**src/rtl/p32_mem_access_if.sv**
```systemverilog
// Data-memory bus between p32_mem_access (master) and the memory responder (slave).
// req/ack handshake with wait states; read data is valid in the ack cycle.
interface p32_mem_access_if #(
    parameter int unsigned ADDR_W = 30
);
    logic              mem_req;
    logic              mem_we;
    logic [ADDR_W-1:0] mem_addr;
    logic [3:0]        mem_be;
    logic [31:0]       mem_wdata;
    logic              mem_ack;
    logic [31:0]       mem_rdata;

    modport master (
        output mem_req,
        output mem_we,
        output mem_addr,
        output mem_be,
        output mem_wdata,
        input  mem_ack,
        input  mem_rdata
    );

    modport slave (
        input  mem_req,
        input  mem_we,
        input  mem_addr,
        input  mem_be,
        input  mem_wdata,
        output mem_ack,
        output mem_rdata
    );
endinterface

```
**src/rtl/p32_mem_access.sv**
```systemverilog
// Load/store responder: one data-memory transaction per execute-stage request, load result extended.
// Optional request timeout/abort is enabled by defining P32_MEM_TIMEOUT_EN.
module p32_mem_access #(
    parameter int unsigned ADDR_W  = 30,
    parameter int unsigned TIMEOUT = 255
) (
    input  logic        m_clock,
    input  logic        p_reset,
    input  logic        exec,
    input  logic [5:0]  op,
    input  logic [31:0] addr,
    input  logic [31:0] mdata,
    input  logic [3:0]  store_loc,
    output logic        busy,
    output logic        done,
    output logic [31:0] rdata,
    output logic        misalign,
    output logic        err,
    p32_mem_access_if.master mem
);

    localparam logic [1:0] ST_IDLE  = 2'd0;
    localparam logic [1:0] ST_REQ   = 2'd1;
    localparam logic [1:0] ST_DONE  = 2'd2;
    localparam logic [1:0] ST_FAULT = 2'd3;

    logic [1:0]        state;
    logic [3:0]        op_q;
    logic [1:0]        lane_q;
    logic              mis_q;
    logic              we_q;
    logic [ADDR_W-1:0] addr_q;
    logic [3:0]        be_q;
    logic [31:0]       wdata_q;
    logic [31:0]       rdata_q;

    logic              op_valid;
    logic              op_misal;
    logic [31:0]       shifted;
    logic [31:0]       load_val;

    // op[1:0] encodes size (00 byte, 01 half, 11 word), op[2] unsigned, op[3] store
    always_comb begin
        op_valid = 1'b0;
        case (op)
            6'h20, 6'h21, 6'h23, 6'h24, 6'h25, 6'h28, 6'h29, 6'h2B: op_valid = 1'b1;
            default: op_valid = 1'b0;
        endcase
        op_misal = ((op[1:0] == 2'b11) && (addr[1:0] != 2'b00)) ||
                   ((op[1:0] == 2'b01) && addr[0]);
    end

    always_comb begin
        shifted  = mem.mem_rdata >> {lane_q, 3'b000};
        load_val = mem.mem_rdata;
        case (op_q[1:0])
            2'b00:   load_val = op_q[2] ? {24'h000000, shifted[7:0]}
                                        : {{24{shifted[7]}}, shifted[7:0]};
            2'b01:   load_val = op_q[2] ? {16'h0000, shifted[15:0]}
                                        : {{16{shifted[15]}}, shifted[15:0]};
            default: load_val = mem.mem_rdata;
        endcase
    end

`ifdef P32_MEM_TIMEOUT_EN
    localparam logic [7:0] TMO_LAST = 8'(TIMEOUT - 1);

    logic [7:0] tcnt;
    logic       tmo_q;
`else
    localparam int unsigned timeout_unused = TIMEOUT;
`endif

    always_ff @(posedge m_clock) begin
        if (!p_reset) begin
            state   <= ST_IDLE;
            op_q    <= '0;
            lane_q  <= '0;
            mis_q   <= 1'b0;
            we_q    <= 1'b0;
            addr_q  <= '0;
            be_q    <= '0;
            wdata_q <= '0;
            rdata_q <= '0;
`ifdef P32_MEM_TIMEOUT_EN
            tcnt    <= '0;
            tmo_q   <= 1'b0;
`endif
        end else begin
            case (state)
                ST_IDLE: begin
                    if (exec && op_valid) begin
                        op_q    <= op[3:0];
                        lane_q  <= addr[1:0];
                        addr_q  <= addr[ADDR_W+1:2];
                        we_q    <= op[3];
                        be_q    <= op[3] ? store_loc : '1;
                        wdata_q <= mdata;
`ifdef P32_MEM_TIMEOUT_EN
                        tcnt    <= '0;
                        tmo_q   <= 1'b0;
`endif
                        if (op_misal) begin
                            state   <= ST_FAULT;
                            mis_q   <= 1'b1;
                            rdata_q <= '0;
                        end else if (op[3] && (store_loc == 4'b0000)) begin
                            state <= ST_FAULT;
                            mis_q <= 1'b0;
                        end else begin
                            state <= ST_REQ;
                            mis_q <= 1'b0;
                        end
                    end
                end
                ST_REQ: begin
                    // an ack always wins over a timeout reached in the same cycle
                    if (mem.mem_ack) begin
                        if (!op_q[3]) begin
                            rdata_q <= load_val;
                        end
                        state <= ST_DONE;
                    end
`ifdef P32_MEM_TIMEOUT_EN
                    else if (tcnt == TMO_LAST) begin
                        tmo_q <= 1'b1;
                        state <= ST_DONE;
                    end else begin
                        tcnt <= tcnt + 8'd1;
                    end
`endif
                end
                ST_DONE:  state <= ST_IDLE;
                ST_FAULT: state <= ST_IDLE;
                default:  state <= ST_IDLE;
            endcase
        end
    end

    assign busy     = (state != ST_IDLE);
    assign done     = (state == ST_DONE) || (state == ST_FAULT);
    assign misalign = (state == ST_FAULT) && mis_q;
    assign rdata    = rdata_q;

`ifdef P32_MEM_TIMEOUT_EN
    assign err = (state == ST_DONE) && tmo_q;
`else
    assign err = 1'b0;
`endif

    assign mem.mem_req   = (state == ST_REQ);
    assign mem.mem_we    = we_q;
    assign mem.mem_addr  = addr_q;
    assign mem.mem_be    = be_q;
    assign mem.mem_wdata = wdata_q;

endmodule

```
**src/flat_wrapper.sv**
```systemverilog
// flat-port wrapper written by rule: the top's interface ports become plain ports
module p32_mem_access_flat 
#(
    parameter int unsigned ADDR_W  = 30,
    parameter int unsigned TIMEOUT = 255
)
  (m_clock, p_reset, exec, op, addr, mdata, store_loc, busy, done, rdata, misalign, err, mem_mem_req, mem_mem_we, mem_mem_addr, mem_mem_be, mem_mem_wdata, mem_mem_ack, mem_mem_rdata);
  p32_mem_access_if #(.ADDR_W(ADDR_W)) mem_i ();
  input  logic m_clock;
  input  logic p_reset;
  input  logic exec;
  input  logic [5:0] op;
  input  logic [31:0] addr;
  input  logic [31:0] mdata;
  input  logic [3:0] store_loc;
  output logic busy;
  output logic done;
  output logic [31:0] rdata;
  output logic misalign;
  output logic err;
  output wire logic [$bits(mem_i.mem_req)-1:0] mem_mem_req;
  output wire logic [$bits(mem_i.mem_we)-1:0] mem_mem_we;
  output wire logic [$bits(mem_i.mem_addr)-1:0] mem_mem_addr;
  output wire logic [$bits(mem_i.mem_be)-1:0] mem_mem_be;
  output wire logic [$bits(mem_i.mem_wdata)-1:0] mem_mem_wdata;
  input wire logic [$bits(mem_i.mem_ack)-1:0] mem_mem_ack;
  input wire logic [$bits(mem_i.mem_rdata)-1:0] mem_mem_rdata;
  assign mem_mem_req = mem_i.mem_req;
  assign mem_mem_we = mem_i.mem_we;
  assign mem_mem_addr = mem_i.mem_addr;
  assign mem_mem_be = mem_i.mem_be;
  assign mem_mem_wdata = mem_i.mem_wdata;
  assign mem_i.mem_ack = mem_mem_ack;
  assign mem_i.mem_rdata = mem_mem_rdata;
  p32_mem_access #(.ADDR_W(ADDR_W), .TIMEOUT(TIMEOUT)) u_core (.m_clock(m_clock), .p_reset(p_reset), .exec(exec), .op(op), .addr(addr), .mdata(mdata), .store_loc(store_loc), .busy(busy), .done(done), .rdata(rdata), .misalign(misalign), .err(err), .mem(mem_i));
endmodule
```
**config.mk**
```make
export PLATFORM = sky130hd
export DESIGN_NAME = p32_mem_access_flat
export DESIGN_NICKNAME = d
export VERILOG_FILES = /design/src/rtl/p32_mem_access_if.sv /design/src/rtl/p32_mem_access.sv /design/src/flat_wrapper.sv
export SDC_FILE = /design/constraint.sdc
export NUM_CORES = 1
export LEC_CHECK = 0
export CORE_ASPECT_RATIO = 0.5
export CORE_MARGIN = 3
export CORE_UTILIZATION = 41
export DETAILED_ROUTE_END_ITERATION = 10
export PLACE_DENSITY = 0.8
export SLEW_MARGIN = 40
export SYNTH_ARGS = -nofsm -noshare
export SYNTH_HDL_FRONTEND = slang
export SYNTH_SLANG_ARGS = --single-unit
```
**constraint.sdc**
```tcl
create_clock -name m_clock -period 2.1 [get_ports m_clock]
set_input_delay 0.42 -clock m_clock [delete_from_list [all_inputs] [get_ports m_clock]]
set_output_delay 0.42 -clock m_clock [all_outputs]
set_load 0.05 [all_outputs]
```
==> summary.md, run 1 <==
| Metric | Value |
|---|---|
| Vias | 4454 |
| Synth area leader | dfxtp_1 |
| Final net count | between 800 and 900 |
| #FFs+latches synth | about 110 |
| Die area | ~13000 µm² |
| Dpl hpwl | approximately 10000 µm |
| Clk pin slew, worst setup/hold paths | 0.07 ns |
| Final setup viols | 0 |
| Slew HR | 0.641 |
| Die X | ~160 µm |
| Share of cells above drive strength 1 | 0.0887 |
| Post-route clock period utilization | 0.982 |
| Netlist cell types | 47 |
| First-pass DRT Iterations | 4 |
| Fraction of registers with async set/reset | 0 |
| CP arrival | ~2.3 ns |
| Syn_nets | between 600 and 700 |
| Max-Cap Viols | 0 |
| Maximum root-to-sink buffer count | 2 |
| Top_reg_cell synth | dfxtp_1 |
| Critical path endpoint category | register |
| Synth Cell Area | roughly 4600 µm² |
| # resized after CTS | 0 |
| CTS Hold Bufs | 0 |
| Leading cell type in the layout, fill and taps excluded | clkdlybuf4s50_1 |
| Core Util, Final | 0.687 |
| I/O pin total | around 210 |
| Xor and xnor area share after synthesis | 0 |
| Initial Util | 0.436 |
| Reg2Reg Setup Slack | 0.18 ns |
| R2r startpoint | u_core.state[0]$_SDFFE_PN0P_ |
| Final wirelength | between 10000 and 15000 µm |
| Post-synthesis compound-gate area fraction | 0.242 |
| Crit path max fanout | 24 |
| Mapped Cells | 522 |
| Layout fillers | ~840 |
| Routed vias/inst | 5.10 |
| Setup TNS Final | 0 ns |
| Share of the synthesized area in the top cell type | 0.465 |
| Post-Syn Area per Cell | 8.82 µm² |
| Die Y | roughly 80 µm |
| Area Growth Syn to Fin | 57.8% |
| EDFF count, synth | 0 |
| Routability cong. | around 0.86 |
| WL per Instance | 16.0 µm |
| Diode count | 0 |
| Multiplexer share of the synthesized area | 0.0484 |
| First-iteration detailed-routing DRC count | approximately 220 |
| Run status | complete, no violations |
| Crit path to | u_core.rdata[21]$_SDFFE_PN0P_ |
| Clk_lat worst skew | ~0.34 ns |
| CTS tree | done |
| Final Max Slew Viols | 0 |
| Largest net degree at the start of global routing | a little under 60 |
| First-pass GRT wire length | 21800 µm |
| DRC | 0 |
| Post-synthesis simple-gate area fraction | 0.190 |
| # clock sinks | roughly 110 |
| FMAX | roughly 490 MHz |
| Grt ovf | 0 |
| Synth Area in Adders | 0 |
| Post-layout min period | 2.06 ns |
| Clock Skews | 0.00652 ns |
| Sequential element share of the synthesized area | 0.465 |
| R2R cell count | 4 |
| Hold violation count in the final report | 0 |
| Initial antenna violation count | 0 |
| Largest family of logic cells by synthesized area | compound AO/OA/AOI/OAI gates |
| Design Area, Final | around 7300 µm² |
| Dpl cell area | 6920 µm² |
| Crit Path Category | input pin to register |
| Vias in the first global route | approximately 4300 |
| CORE AREA | roughly 11000 µm² |
| Worst endpoint required time | 2.33 ns |
| Leakage | between 2 and 3 nW |
| Post CTS Setup Buffer Count | 0 |
| Most frequent cells in the layout | clkdlybuf4s50_1, nand2_1, dfxtp_1 |
| CP Launch Type | input pin |
| Power Density | 647 nW/µm² |
| R2R Path End | u_core.rdata[21]$_SDFFE_PN0P_ |
| Hold WC Path Type | input pin to register |
| Worst-Margin Slew | 0.537 ns |
| Peak VDD IR | just over 0.5 mV |
| I/O Buffers | ~210 |
| Total Routing Usage GR | 0.215 |
| Worst setup path start | op[1] |
| Clk root buf | clkbuf_16 |
| CTS Buf Count | 9 |
| RSZ-0062 raised after global routing | no |
| Ranking of synthesized cells by area | dfxtp_1, nand2_1, a21boi_0 |
| H-tree depth | 3 |
| Yosys warns | 0 |
| Site Rows | 26 |
| Antenna Nets Post-Route | 0 |
| Power Total | 4.70 mW |
[Yosys cell counts (all sizes together), types with 3 or more instances]
library cell  number
nand2            157
a22o               9
buf               16
a221oi             3
o211ai            10
a221o             16
o2111ai            7
mux2i             11
o21ai              4
nor2b              6
a21oi              6
a22oi              6
nor3b              3
nand2b            10
clkbuf            27
o211a              3
nand3b             3
mux2               8
nor2               7
dfxtp            107
a21boi            69
inv                7
nand3              6
[power by group]
part	switching (mW)	total (mW)	internal [mW]
registers	0.0231	2.09	2.07
logic	0.347	0.694	0.347
clock network	0.746	1.92	1.17
total	1.12	4.70	3.59
[per-layer routing]
layer / track usage / up-vias / routed length (µm)
met5: 0 / - / 0
met3: 0.0553 / 18 / 884
met1: 0.252 / 2069 / 5850
met2: 0.392 / 150 / 7040
li1: - / 2217 / -
met4: 0.0670 / 0 / 235
[registers in the layout (all words and copies together), names as in the netlist]
name and cells:
u_core.lane_q 2, u_core.mem.mem_addr 30, u_core.mem.mem_be 4, u_core.mem.mem_wdata 32, u_core.mem.mem_we 1, u_core.mis_q 1, u_core.op_q 3, u_core.rdata 32
u_core.state 2
[worst min-delay path by stage]
stage / startpoint / endpoint / cells past startpoint
final: p_reset / u_core.op_q[2]$_SDFFE_PN0P_ / 2
after global routing: p_reset / u_core.lane_q[0]$_SDFFE_PN0P_ / 2
after CTS: p_reset / u_core.mem.mem_wdata[31]$_SDFFE_PN0P_ / 2
after detailed placement: u_core.mem.mem_wdata[1]$_SDFFE_PN0P_ / u_core.mem.mem_wdata[1]$_SDFFE_PN0P_ / 2
after global placement: u_core.mem.mem_addr[14]$_SDFFE_PN0P_ / u_core.mem.mem_addr[14]$_SDFFE_PN0P_ / 2
after floorplan: u_core.mis_q$_SDFFE_PN0P_ / u_core.mis_q$_SDFFE_PN0P_ / 2
[cell type report]
type	instances	area [µm²]	share of cell area
repair buffers	238	2340	0.322
clock inverters	6	113	0.0155
multi-input cells	364	2240	0.308
flip-flops and latches	107	2140	0.295
clock buffers	10	229	0.0315
well taps	140	175	0.0241
inverters	8	30.0	0.00413
[worst max-delay path: stages]
cell	delay, ns
clkdlybuf4s50_1	0.48
a21oi_1	0.10
or3b_2	0.47
a32o_2	0.40
a221o_1	0.41
[metrics by stage]
stage | hold slack, ns | std cells | setup slack, ns
floorplan | 0.439 | 522 | 0.161
global placement | 0.441 | 857 | -0.272
global route | 0.443 | 873 | 0.000586
detailed placement | 0.444 | 857 | -0.359
CTS | 0.420 | 873 | 0.00695
finish | 0.428 | 873 | 0.0387
[kinds of logic after synthesis]
logic type      count (synthesis)
simple gates                  202
other cells                     1
compound gates                141
mux                            20
flops                         107
buf+inv                        51
(Power assumes the default switching activity.)
==> inputs of run 2 (changes only) <==
--- a/config.mk
+++ b/config.mk
@@ -9,6 +9,7 @@
 export CORE_MARGIN = 3
 export CORE_UTILIZATION = 41
 export DETAILED_ROUTE_END_ITERATION = 10
+export GPL_TIMING_DRIVEN = 0
 export PLACE_DENSITY = 0.8
 export SLEW_MARGIN = 40
 export SYNTH_ARGS = -nofsm -noshare
==> summary.md, run 2 (synthesis gave the netlist of run 1 again) <==
| Metric | Value |
|---|---|
| Vias in the first global route | 4342 (+0.51%) |
| First-iteration detailed-routing DRC count | 259 (+16%) |
| Worst path slowest cell | or3b_2 |
| Core Util, Final | 0.689 (+0.00154) |
| Post-route clock period utilization | 0.980 (-0.00151) |
| Max-Cap Viols | 0 (unchanged) |
| FMAX | 486 MHz (+0.15%) |
| Crit path max fanout | 6 (-75%) |
| CTS Buf Count | 9 (unchanged) |
| Routed vias/inst | 5.13 (+0.45%) |
| Clk pin slew, worst setup/hold paths | 0.07 ns (about the same) |
| Final setup viols | 0 (unchanged) |
| First-pass GRT wire length | 22500 µm (+3.4%) |
| Inst Count DP | 874 (+2.0%) |
| Clock power share | 0.360 (-0.048) |
| Leading cell type in the layout, fill and taps excluded | clkdlybuf4s50_1 |
| Routability cong. | 0.854 (-0.57%) |
| Sw Pwr | 1.11 mW (-0.11%) |
| M1 GR Usage | 0.276 (+0.0247) |
| Critical-path cell list | clkdlybuf4s50_1 -> a21oi_1 -> or3b_2 -> a32o_2 -> buf_2 -> a221o_1 |
| CP max stage delay | 0.48 ns (about the same) |
| Run status | complete, no violations |
| Largest net degree at the start of global routing | 17 (-71%) |
| Power Density | 599 nW/µm² (-7.4%) |
| WL per Instance | 16.4 µm (+2.4%) |
| Vias | 4587 (+3.0%) |
| Initial Util | 0.436 (unchanged) |
| Final net count | 860 (+2.6%) |
| Site Rows | 26 (unchanged) |
| Post-layout min period | 2.06 ns (-0.00316 ns) |
| Min Hold Slack | 0.453 ns (+0.0251 ns) |
| R2R cell count | 6 (+2) |
| Antenna Nets Post-Route | 0 (unchanged) |
| Worst endpoint required time | 2.33 ns (about the same) |
| Slew HR | 0.601 (-0.0402) |
| Logic gate share of total power | 0.161 (+0.013) |
| Hold path cells | 2 (unchanged) |
| Maximum root-to-sink buffer count | 2 (unchanged) |
| Clk root buf | clkbuf_16 |
| Int Pwr | 3.25 mW (-9.5%) |
| Grt ovf | 0 (unchanged) |
| Diode count | 0 (unchanged) |
| Worst Path Buf+Inv | 2 (+1) |
| Die area | 12600 µm² (unchanged) |
| Hold WC Path Type | register to register |
| Critical path endpoint category | register |
| Die X | 156 µm (unchanged) |
| CTS Hold Bufs | 0 (unchanged) |
| CORE AREA | 10600 µm² (unchanged) |
| Met3 usage | 0.0580 (+0.00266) |
| Final wirelength | 14700 µm (+5.0%) |
| I/O Buffers | 212 (unchanged) |
| Cell depth of the worst setup path | 6 (+1) |
| Sequential Power Share | 0.479 (+0.034) |
| # clock sinks | 107 (unchanged) |
| CTS tree | done |
| Share of cells above drive strength 1 | 0.0728 (-0.0158) |
| Sw Share | 0.255 (+0.0182) |
| Routing usage on met2 | 0.395 (+0.00302) |
| Total Routing Usage GR | 0.224 (+0.00878) |
| I/O pin total | 214 (unchanged) |
| Worst-Margin Slew | 0.599 ns (+0.0620 ns) |
| CP delay by family, top | compound AO/OA/AOI/OAI gates |
| Non-filler cells, final | 895 (+2.5%) |
| Crit Path Category | input pin to register |
| Dpl hpwl | 11100 µm (+6.6%) |
| Area Growth Syn to Fin | 58.2% |
| Layout fillers | 862 (+3.1%) |
| GRT busiest layer | met2 |
| Final Max Slew Viols | 0 (unchanged) |
| Die Y | 80.9 µm (unchanged) |
| H-tree depth | 3 (unchanged) |
| Clock Skews | 0.00835 ns (+0.00183 ns) |
| Hold violation count in the final report | 0 (unchanged) |
| DRC | 0 (unchanged) |
| Most frequent cells in the layout | clkdlybuf4s50_1, nand2_1, dfxtp_1 |
| CP arrival | 2.29 ns (about the same) |
| First-pass DRT Iterations | 4 (unchanged) |
| CP Launch Type | input pin |
| Peak VDD IR | 0.429 mV (-15%) |
| Leakage | 2.70 nW (+2.4%) |
| Clk_lat worst skew | 0.34 ns (about the same) |
| Initial antenna violation count | 0 (unchanged) |
[run 2: cell count changes in the layout (fill, tap and decap cells not counted), sizes merged]
cell | before | now
clkbuf | 10 | 39
clkdlybuf4s50 | 207 | 196
buf | 31 | 21
dlygate4sd2 | 0 | 9
dlymetal6s2s | 0 | 7
bufinv | 3 | 0
clkinvlp | 0 | 2
inv | 8 | 7
[run 2: final timing paths]
kind,end,startpoint,slack (ns)
hold reg to reg,u_core.mem.mem_wdata[11]$_SDFFE_PN0P_,u_core.mem.mem_wdata[11]$_SDFFE_PN0P_,0.45
setup reg to reg,u_core.rdata[24]$_SDFFE_PN0P_,u_core.state[0]$_SDFFE_PN0P_,0.06
hold / removal,u_core.mem.mem_wdata[11]$_SDFFE_PN0P_,u_core.mem.mem_wdata[11]$_SDFFE_PN0P_,0.45
setup / recovery,u_core.rdata[24]$_SDFFE_PN0P_,addr[1],0.04
[run 2: routing by layer]
layer / part of all wire / vias to the layer above
met1: 0.42 / 2158
met5: 0 / -
met3: 0.067 / 19
li1: - / 2259
met4: 0.016 / 0
met2: 0.50 / 151
[run 2: repair_timing]
item / 4_1_cts / 5_1_grt
cloned: 0 / 1
setup buffers: 0 / 4
pin swaps: 1 / 3
gates resized for setup: 13 / 11
setup endpoints to repair: 49 / 13
[run 2: layout make-up]
cell class / instances / area, µm² / area share
buffer: 43 / 214 / 0.0294
clock buffer: 12 / 246 / 0.0338
clock inverter: 4 / 26.3 / 0.00361
inverter: 8 / 33.8 / 0.00464
multi-input combinational: 364 / 2280 / 0.313
sequential: 107 / 2140 / 0.294
tap: 140 / 175 / 0.0241
timing repair buffer: 217 / 2160 / 0.297
[run 2: per-stage QoR]
stage               setup TNS (ns)  total power, mW  setup WS, ns  cell area [µm²]
floorplan                        0             2.46         0.161             4610
global placement            -34.56             2.81        -0.426             6900
detailed placement          -36.35             2.82        -0.485             6900
CTS                              0             4.37       0.00468             7200
global route               -0.0271             4.52      -0.00823             7280
finish                           0             4.36        0.0418             7280
[run 2: tightest hold or removal path, cell delays in order (launching register included)]
cell and delay, ns:
dfxtp_1 0.31, nand2_1 0.05, a21boi_1 0.05
[run 2: power groups by stage]
| stage | Sequential, mW | Combinational (mW) | Clock [mW] |
|---|---|---|---|
| 6_report | 2.09 | 0.701 | 1.57 |
| 3_3_place_gp | 2.13 | 0.680 | 0 |
| 5_1_grt | 2.09 | 0.744 | 1.68 |
| 3_5_place_dp | 2.14 | 0.684 | 0 |
| 4_1_cts | 2.09 | 0.690 | 1.59 |
| 2_1_floorplan | 2.26 | 0.198 | 0 |
==> inputs of run 3 (changes only) <==
--- a/config.mk
+++ b/config.mk
@@ -11,7 +11,7 @@
 export DETAILED_ROUTE_END_ITERATION = 10
 export GPL_TIMING_DRIVEN = 0
 export PLACE_DENSITY = 0.8
-export SLEW_MARGIN = 40
+export SLEW_MARGIN = 20
 export SYNTH_ARGS = -nofsm -noshare
 export SYNTH_HDL_FRONTEND = slang
 export SYNTH_SLANG_ARGS = --single-unit
==> results of run 3 <==
The final DEF is identical to that of run 2; final timing and power are the same.
